$ cat config.mk
export PLATFORM = sky130hd
export DESIGN_NAME = hififo_tpc_request
export DESIGN_NICKNAME = d
export VERILOG_FILES = /design/src/rtl/hififo_tpc_request.sv
export SDC_FILE = /design/constraint.sdc
export NUM_CORES = 1
export LEC_CHECK = 0
export CORE_MARGIN = 10
export CORE_UTILIZATION = 60
export CTS_CLUSTER_DIAMETER = 100
export DETAILED_ROUTE_END_ITERATION = 10
export HOLD_SLACK_MARGIN = 0.08
export PLACE_DENSITY_LB_ADDON = 0.2
export SETUP_SLACK_MARGIN = 0.02
export SYNTH_ARGS = -nofsm -noshare
export SYNTH_HDL_FRONTEND = slang
export SYNTH_SLANG_ARGS = --single-unit
export TNS_END_PERCENT = 100
$ cat constraint.sdc
create_clock -name clock -period 13.2 [get_ports clock]
set_clock_uncertainty 0.15 [all_clocks]
set_input_delay 3.96 -clock clock [delete_from_list [all_inputs] [get_ports clock]]
set_output_delay 3.96 -clock clock [all_outputs]
set_load 0.02 [all_outputs]
$ cat src/rtl/hififo_tpc_request.sv
// hififo_tpc_request: queues host page addresses and issues one request per page to the TPC FIFO stage
module hififo_tpc_request #(
  parameter int DEPTH_LOG2 = 4,
  parameter int PAGE_WORDS = 512
) (
  input  logic        clock,
  input  logic        reset_n,
  input  logic        pg_valid,
  input  logic [60:0] pg_addr,
  output logic        pg_ready,
  input  logic        abort,
  input  logic [15:0] irq_match,
  output logic        r_valid,
  output logic        r_abort,
  output logic [60:0] r_addr,
  output logic [18:0] r_count,
  input  logic        r_ready,
  output logic        irq,
  output logic [31:0] status
);
  localparam int OFS = $clog2(PAGE_WORDS);
  typedef enum logic [1:0] {IDLE, ISSUE, SETTLE, WAIT} state_t;
  state_t state;
  logic [60:0] mem [2**DEPTH_LOG2];
  logic [DEPTH_LOG2:0] wptr, rptr, fill;
  logic [15:0] done_count;
  logic err, push, aligned;
  assign fill = wptr - rptr;
  assign pg_ready = fill != (DEPTH_LOG2+1)'(2**DEPTH_LOG2);
  assign push = pg_valid && pg_ready && !abort;
  assign aligned = pg_addr[OFS-1:0] == '0;
  assign r_count = 19'(PAGE_WORDS);
  assign status = {err, state != IDLE, 6'd0, 8'(fill), done_count};
  always_ff @(posedge clock)
    if (push && aligned) mem[wptr[DEPTH_LOG2-1:0]] <= pg_addr;
  // abort outranks everything, so a pop or completion in the abort cycle is lost
  always_ff @(posedge clock or negedge reset_n)
    if (!reset_n) begin
      state <= IDLE;
      r_valid <= 1'b0;
      r_abort <= 1'b0;
      r_addr <= '0;
      irq <= 1'b0;
      wptr <= '0;
      rptr <= '0;
      done_count <= '0;
      err <= 1'b0;
    end else if (abort) begin
      state <= IDLE;
      r_valid <= 1'b0;
      r_abort <= 1'b1;
      irq <= 1'b0;
      wptr <= '0;
      rptr <= '0;
      done_count <= '0;
      err <= 1'b0;
    end else begin
      r_valid <= 1'b0;
      r_abort <= 1'b0;
      irq <= 1'b0;
      if (push) begin
        if (aligned) wptr <= wptr + 1'b1;
        else err <= 1'b1;
      end
      case (state)
        IDLE:
          if (fill != '0 && r_ready) begin
            state <= ISSUE;
            r_valid <= 1'b1;
            r_addr <= mem[rptr[DEPTH_LOG2-1:0]];
          end
        ISSUE: begin
          rptr <= rptr + 1'b1;
          state <= SETTLE;
        end
        SETTLE: state <= WAIT;
        WAIT:
          if (r_ready) begin
            done_count <= done_count + 16'd1;
            irq <= irq_match != 16'd0 && done_count + 16'd1 == irq_match;
            state <= IDLE;
          end
        default: state <= IDLE;
      endcase
    end
endmodule

* Word-level counts from Yosys, hierarchy flattened
Memory sizes are Yosys's and may differ from the RTL's. A register that Yosys moved wholly into a read port is not among the register bits.
Index checks and enable logic that the tools add are counted.
** Cells by class
- Reductions and logical operators :: 22
- Bitwise operators :: 1
- Add/sub/neg operators :: 4
- Muxes and demuxes :: 24
- Equality and inequality tests :: 8
** Operators with widths (count)
- two-way mux 16 bit :: 3
- two-way mux 5 bit :: 5
- adder 16 x 1 -> 16 bit (second input constant) :: 1
- equality test 16 bit :: 1
- nonzero test 16 bit :: 1
- two-way mux 1 bit :: 12
- nonzero test 2 bit :: 6
- adder 5 x 1 -> 5 bit (second input constant) :: 2
- zero test 9 bit :: 1
- one-hot mux 2 bit (4 select lines) :: 1
- AND reduction 2 bit :: 4
- two-way mux 2 bit :: 3
- != test 3 bit (second input constant) :: 2
- logical AND 1 bit :: 5
- != test 5 bit (second input constant) :: 1
- nonzero test 5 bit :: 1
- subtractor 5 bit :: 1
- equality test 2 bit (second input constant) :: 2
- AND reduction 3 bit :: 1
- equality test 2 x 1 -> 1 bit (second input constant) :: 1
- zero test 1 bit :: 2
- zero test 2 bit :: 1
- != test 2 bit (second input constant) :: 1
- NOT 1 bit :: 1
** Storage, ports and cells
- Memory bits (writable) :: 976
- Output and inout bits :: 116
- Input port bits :: 82
- Memories :: 1
- Register bits :: 32
** Memory list
- mem :: depth 16, bits a word 61, read ports 1, clocked after Yosys merged registers in 1, write ports 1, RTL line 24 : logic [60:0] mem [2**DEPTH_LOG2];

* Depth between registers and ports, before layout
- Depth in word-level cells :: 7
- Depth in mapped cells :: 12
- Gate-level depth less buffers :: 11

* Worst setup path before layout
Ideal clock, no wire load.
- Kind :: input -> register
- Start :: input pg_addr[2]
- End :: memory mem[15][0] (enable)
- Cell stages on the path :: 6
- Arrival time :: 10.980 ns
- Path slack :: 1.440 ns
- Cells stage by stage :: or4_1 nor4_2 inv_1 a211o_1 buf_6 nor4_1
** On the way
- Cells in the longest elaborated chain, start to end :: 4
** RTL lines
- start: declaration :: RTL line 9 : input logic [60:0] pg_addr,
- zero test 9 bit :: RTL line 31 : assign aligned = pg_addr[OFS-1:0] == '0;
- logical AND 1 bit :: RTL line 35 : if (push && aligned) mem[wptr[DEPTH_LOG2-1:0]] <= pg_addr;
- two-way mux 1 bit :: RTL line 35
- two-way mux 1 bit (implied by the code) :: RTL line 35
- end: declaration :: RTL line 24
No other way between the ends.

* Worst setup path in the final report
- Start :: input pg_addr[2]
- End :: memory mem[9][18] (enable)
Same word-level chain as after synthesis.

==> flow_metrics.env <==
export IMPL_whs_ns=0.352
export IMPL_status="completed"
export IMPL_cts_root_buf="clkbuf_16"
export IMPL_totalWireLength_um=85300
export IMPL_cp_arrival_ns=8.30
export IMPL_grt_overflow=0
export IMPL_synth_main_ff_cell="edfxtp_1"
export IMPL_syn_inst=1795
export IMPL_grt_pass1_vias=20200
export IMPL_worstSetupStartpointType="primary input"
export IMPL_nNetsFinal=2102
export IMPL_area_growth_syn_to_layout_pct=14.8
export IMPL_synth_xor_area_share_pct=0.888
export IMPL_async_reset_ff_share_pct=8.70
export IMPL_mostFrequentLayoutCell="edfxtp_1"
export IMPL_drcViolationCount=0
export IMPL_firstDrtPassIters=5
export IMPL_crit_required_ns=13.33
export IMPL_fillers=4099
export IMPL_period_share_pct=62.0
export IMPL_setup_viol=0
export IMPL_drtIter0Drc=1764
export IMPL_cts_buffers=103
export IMPL_max_freq_mhz=122
export IMPL_grt_first_pass_wirelength_um=130000
export IMPL_hold_viol_final=0
export IMPL_synth_top_family_by_area="multiplexers"
export IMPL_path_cells="clkdlybuf4s50_1 -> or4_1 -> nor4_2 -> inv_1 -> a211o_1 -> nor3_1 -> and3_4 -> buf_4"
export IMPL_critical_path_class="primary input to flop"
export IMPL_via_per_inst=6.34
export IMPL_final_setup_tns_ns=0
export IMPL_clk_insertion_delay_late_ns=0.66
export IMPL_gp_congestion=0.763
export IMPL_p_leak_nw=15.1
export IMPL_period_minus_slack_ns=8.18
export IMPL_mappedNetlistArea_um2=41400
export IMPL_ys_seq_elements=1069
export IMPL_start_util_pct=60.5
export IMPL_internal_power_w=0.00648
export IMPL_multi_input_area_um2=9250
export IMPL_ir_drop_mv=0.182
export IMPL_ant_nets=0
export IMPL_yosysUniqueCellTypes=51
export IMPL_die_h_um=283
export IMPL_clock_path_buffers=3
export IMPL_synth_compound_area_share_pct=0.644
export IMPL_synth_edf_count=976
export IMPL_rsz0062_at_grt="false"
export IMPL_slew_headroom_pct=16.6
export IMPL_wire_per_inst_um=28.6
export IMPL_design_die_area_um2=79900
export IMPL_yosysWarnings=0
export IMPL_worstPathMaxFanout=47
export IMPL_finalMaxSlewViolations=0
export IMPL_final_area_um2=47500
export IMPL_portBuffers=169
export IMPL_grt_total_usage_pct=22.0
export IMPL_dpl_instance_area_um2=44000
export IMPL_yosys_area_share_simple_pct=1.57
export IMPL_vias=18900
export IMPL_ios=198
export IMPL_postCtsHoldBufs=0
export IMPL_hold_path_class="flop to flop"
export IMPL_num_rows=96
export IMPL_cts_tree="built"
export IMPL_p_sw_w=0.00204
export IMPL_syn_area_per_cell_um2=23.1
export IMPL_cts_max_level=3
export IMPL_yosys_area_share_adder_pct=0.441
export IMPL_max_cap_violations=0
export IMPL_grt_antenna_before_repair=4
export IMPL_slowest_stage="buf_4"
export IMPL_end_kind="flop"
export IMPL_fp_coreArea_um2=68500
export IMPL_layout_common_cells="edfxtp_1 (976), mux4_2 (305), clkdlybuf4s50_1 (168), clkbuf_16 (109), dfrtp_1 (90)"
export IMPL_clock_sinks=1069
export IMPL_p_sw_share_pct=24.0
export IMPL_postCtsSetupBuffers=0
export IMPL_synth_seq_area_share_pct=76.4
export IMPL_tightest_slew_ns=1.25
export IMPL_clk_pin_slew_worst_paths_ns=0.06
export IMPL_synthMuxAreaShare_pct=18.4
export IMPL_dpl_hpwl_um=44300
export IMPL_die_x_um=283
export IMPL_clkPwrFrac_pct=35.4
export IMPL_cp_slowest_stage_delay_ns=0.73
export IMPL_drive_above_1_share_pct=28.1
export IMPL_power_density_nw_per_um2=179
export IMPL_p_seq_share_pct=45.5
export IMPL_cts_resized_gates=0
export IMPL_regArea_um2=31600
export IMPL_grt_max_degree=165
export IMPL_combinationalPowerShare_pct=19.1
-- critical path: cells and delay by family --
family | cells | cell delay, ns
buffers and inverters | 3 | 1.58
and+or+nand+nor | 4 | 2.21
AOI/OAI and AO/OA | 1 | 0.46
-- power by group through the flow --
stage               Combinational [W]  Sequential, W  Clock (W)
floorplan                     0.00105        0.00404          0
global placement              0.00164        0.00395          0
detailed placement            0.00166        0.00395          0
CTS                           0.00167        0.00388    0.00306
global route                  0.00175        0.00390    0.00320
finish                        0.00163        0.00388    0.00301
-- final timing paths --
| path | slack, ns | end | depth (start not counted) | from |
|---|---|---|---|---|
| setup reg to reg | 8.15 | mem[9][18]$_DFFE_PP_ | 10 | rptr[1]$_DFFE_PN0P_ |
| min in group asynchronous | 3.17 | done_count[5]$_DFFE_PN0P_ | 1 | reset_n |
| max in group asynchronous | 8.55 | rptr[2]$_DFFE_PN0P_ | 2 | reset_n |
| setup / recovery | 5.02 | mem[9][18]$_DFFE_PP_ | 8 | pg_addr[2] |
| hold reg to reg | 0.35 | r_addr[10]$_DFFE_PN0P_ | 1 | r_addr[10]$_DFFE_PN0P_ |
| hold / removal | 0.35 | r_addr[10]$_DFFE_PN0P_ | 1 | r_addr[10]$_DFFE_PN0P_ |
-- cells in the mapped netlist (all sizes together) (7+ instances only) --
cell type | count | area (µm²)
mux2 | 61 | 687
dfrtp | 93 | 2330
inv | 19 | 71.3
nor3 | 9 | 50.1
clkbuf | 49 | 184
nor2 | 31 | 116
mux4 | 305 | 6870
ha | 13 | 163
buf | 69 | 435
o21ai | 8 | 40.0
nand2 | 18 | 67.6
edfxtp | 976 | 29300
nand3 | 9 | 45.0
and2 | 9 | 56.3
xnor2 | 27 | 236
or3 | 7 | 43.8
a21oi | 9 | 45.0
nand4 | 8 | 50.1
nor4 | 10 | 68.8
xor2 | 15 | 131
-- cells by family (layout without fill, tap and decap cells) --
logic type      count (synthesis)  count (layout)
compound gates                 39              39
xor+xnor                       42              42
fa+ha+maj                      14              14
buf+inv                       137             409
flops                        1069            1069
mux                           371             371
other cells                     2              31
simple gates                  121             121
-- layer usage --
metal / GRT usage, % / part of all wire (%)
met2: 37.2 / 52
met3: 3.81 / 6.4
met5: 0 / 0.030
met1: 29.4 / 39
met4: 6.51 / 2.0
-- final cells by class --
class,count,share of cell area [%]
inverter,19,0.155
tap,882,2.32
multi-input combinational,615,19.5
clock inverter,56,1.23
sequential,1069,66.6
antenna,3,0.0158
timing repair buffer,198,4.04
clock buffer,136,6.20
-- registers in the layout, indices dropped and copies added (netlist names) --
name        count
rptr            5
r_addr         61
r_abort         1
wptr            5
r_valid         1
irq             1
mem           976
err             1
done_count     16
state           2
-- stage by stage --
step / total power (W) / setup slack (ns) / instances / utilization, %
after CTS: 0.00862 / 5.01 / 2975 / 69.4
after global placement: 0.00559 / 4.58 / 2783 / 64.2
after global routing: 0.00884 / 4.81 / 2977 / 69.4
after detailed placement: 0.00561 / 4.45 / 2783 / 64.2
final: 0.00852 / 5.02 / 2978 / 69.4
after floorplan: 0.00509 / 1.44 / 1821 / -
Power figures use the tool's default switching activity.
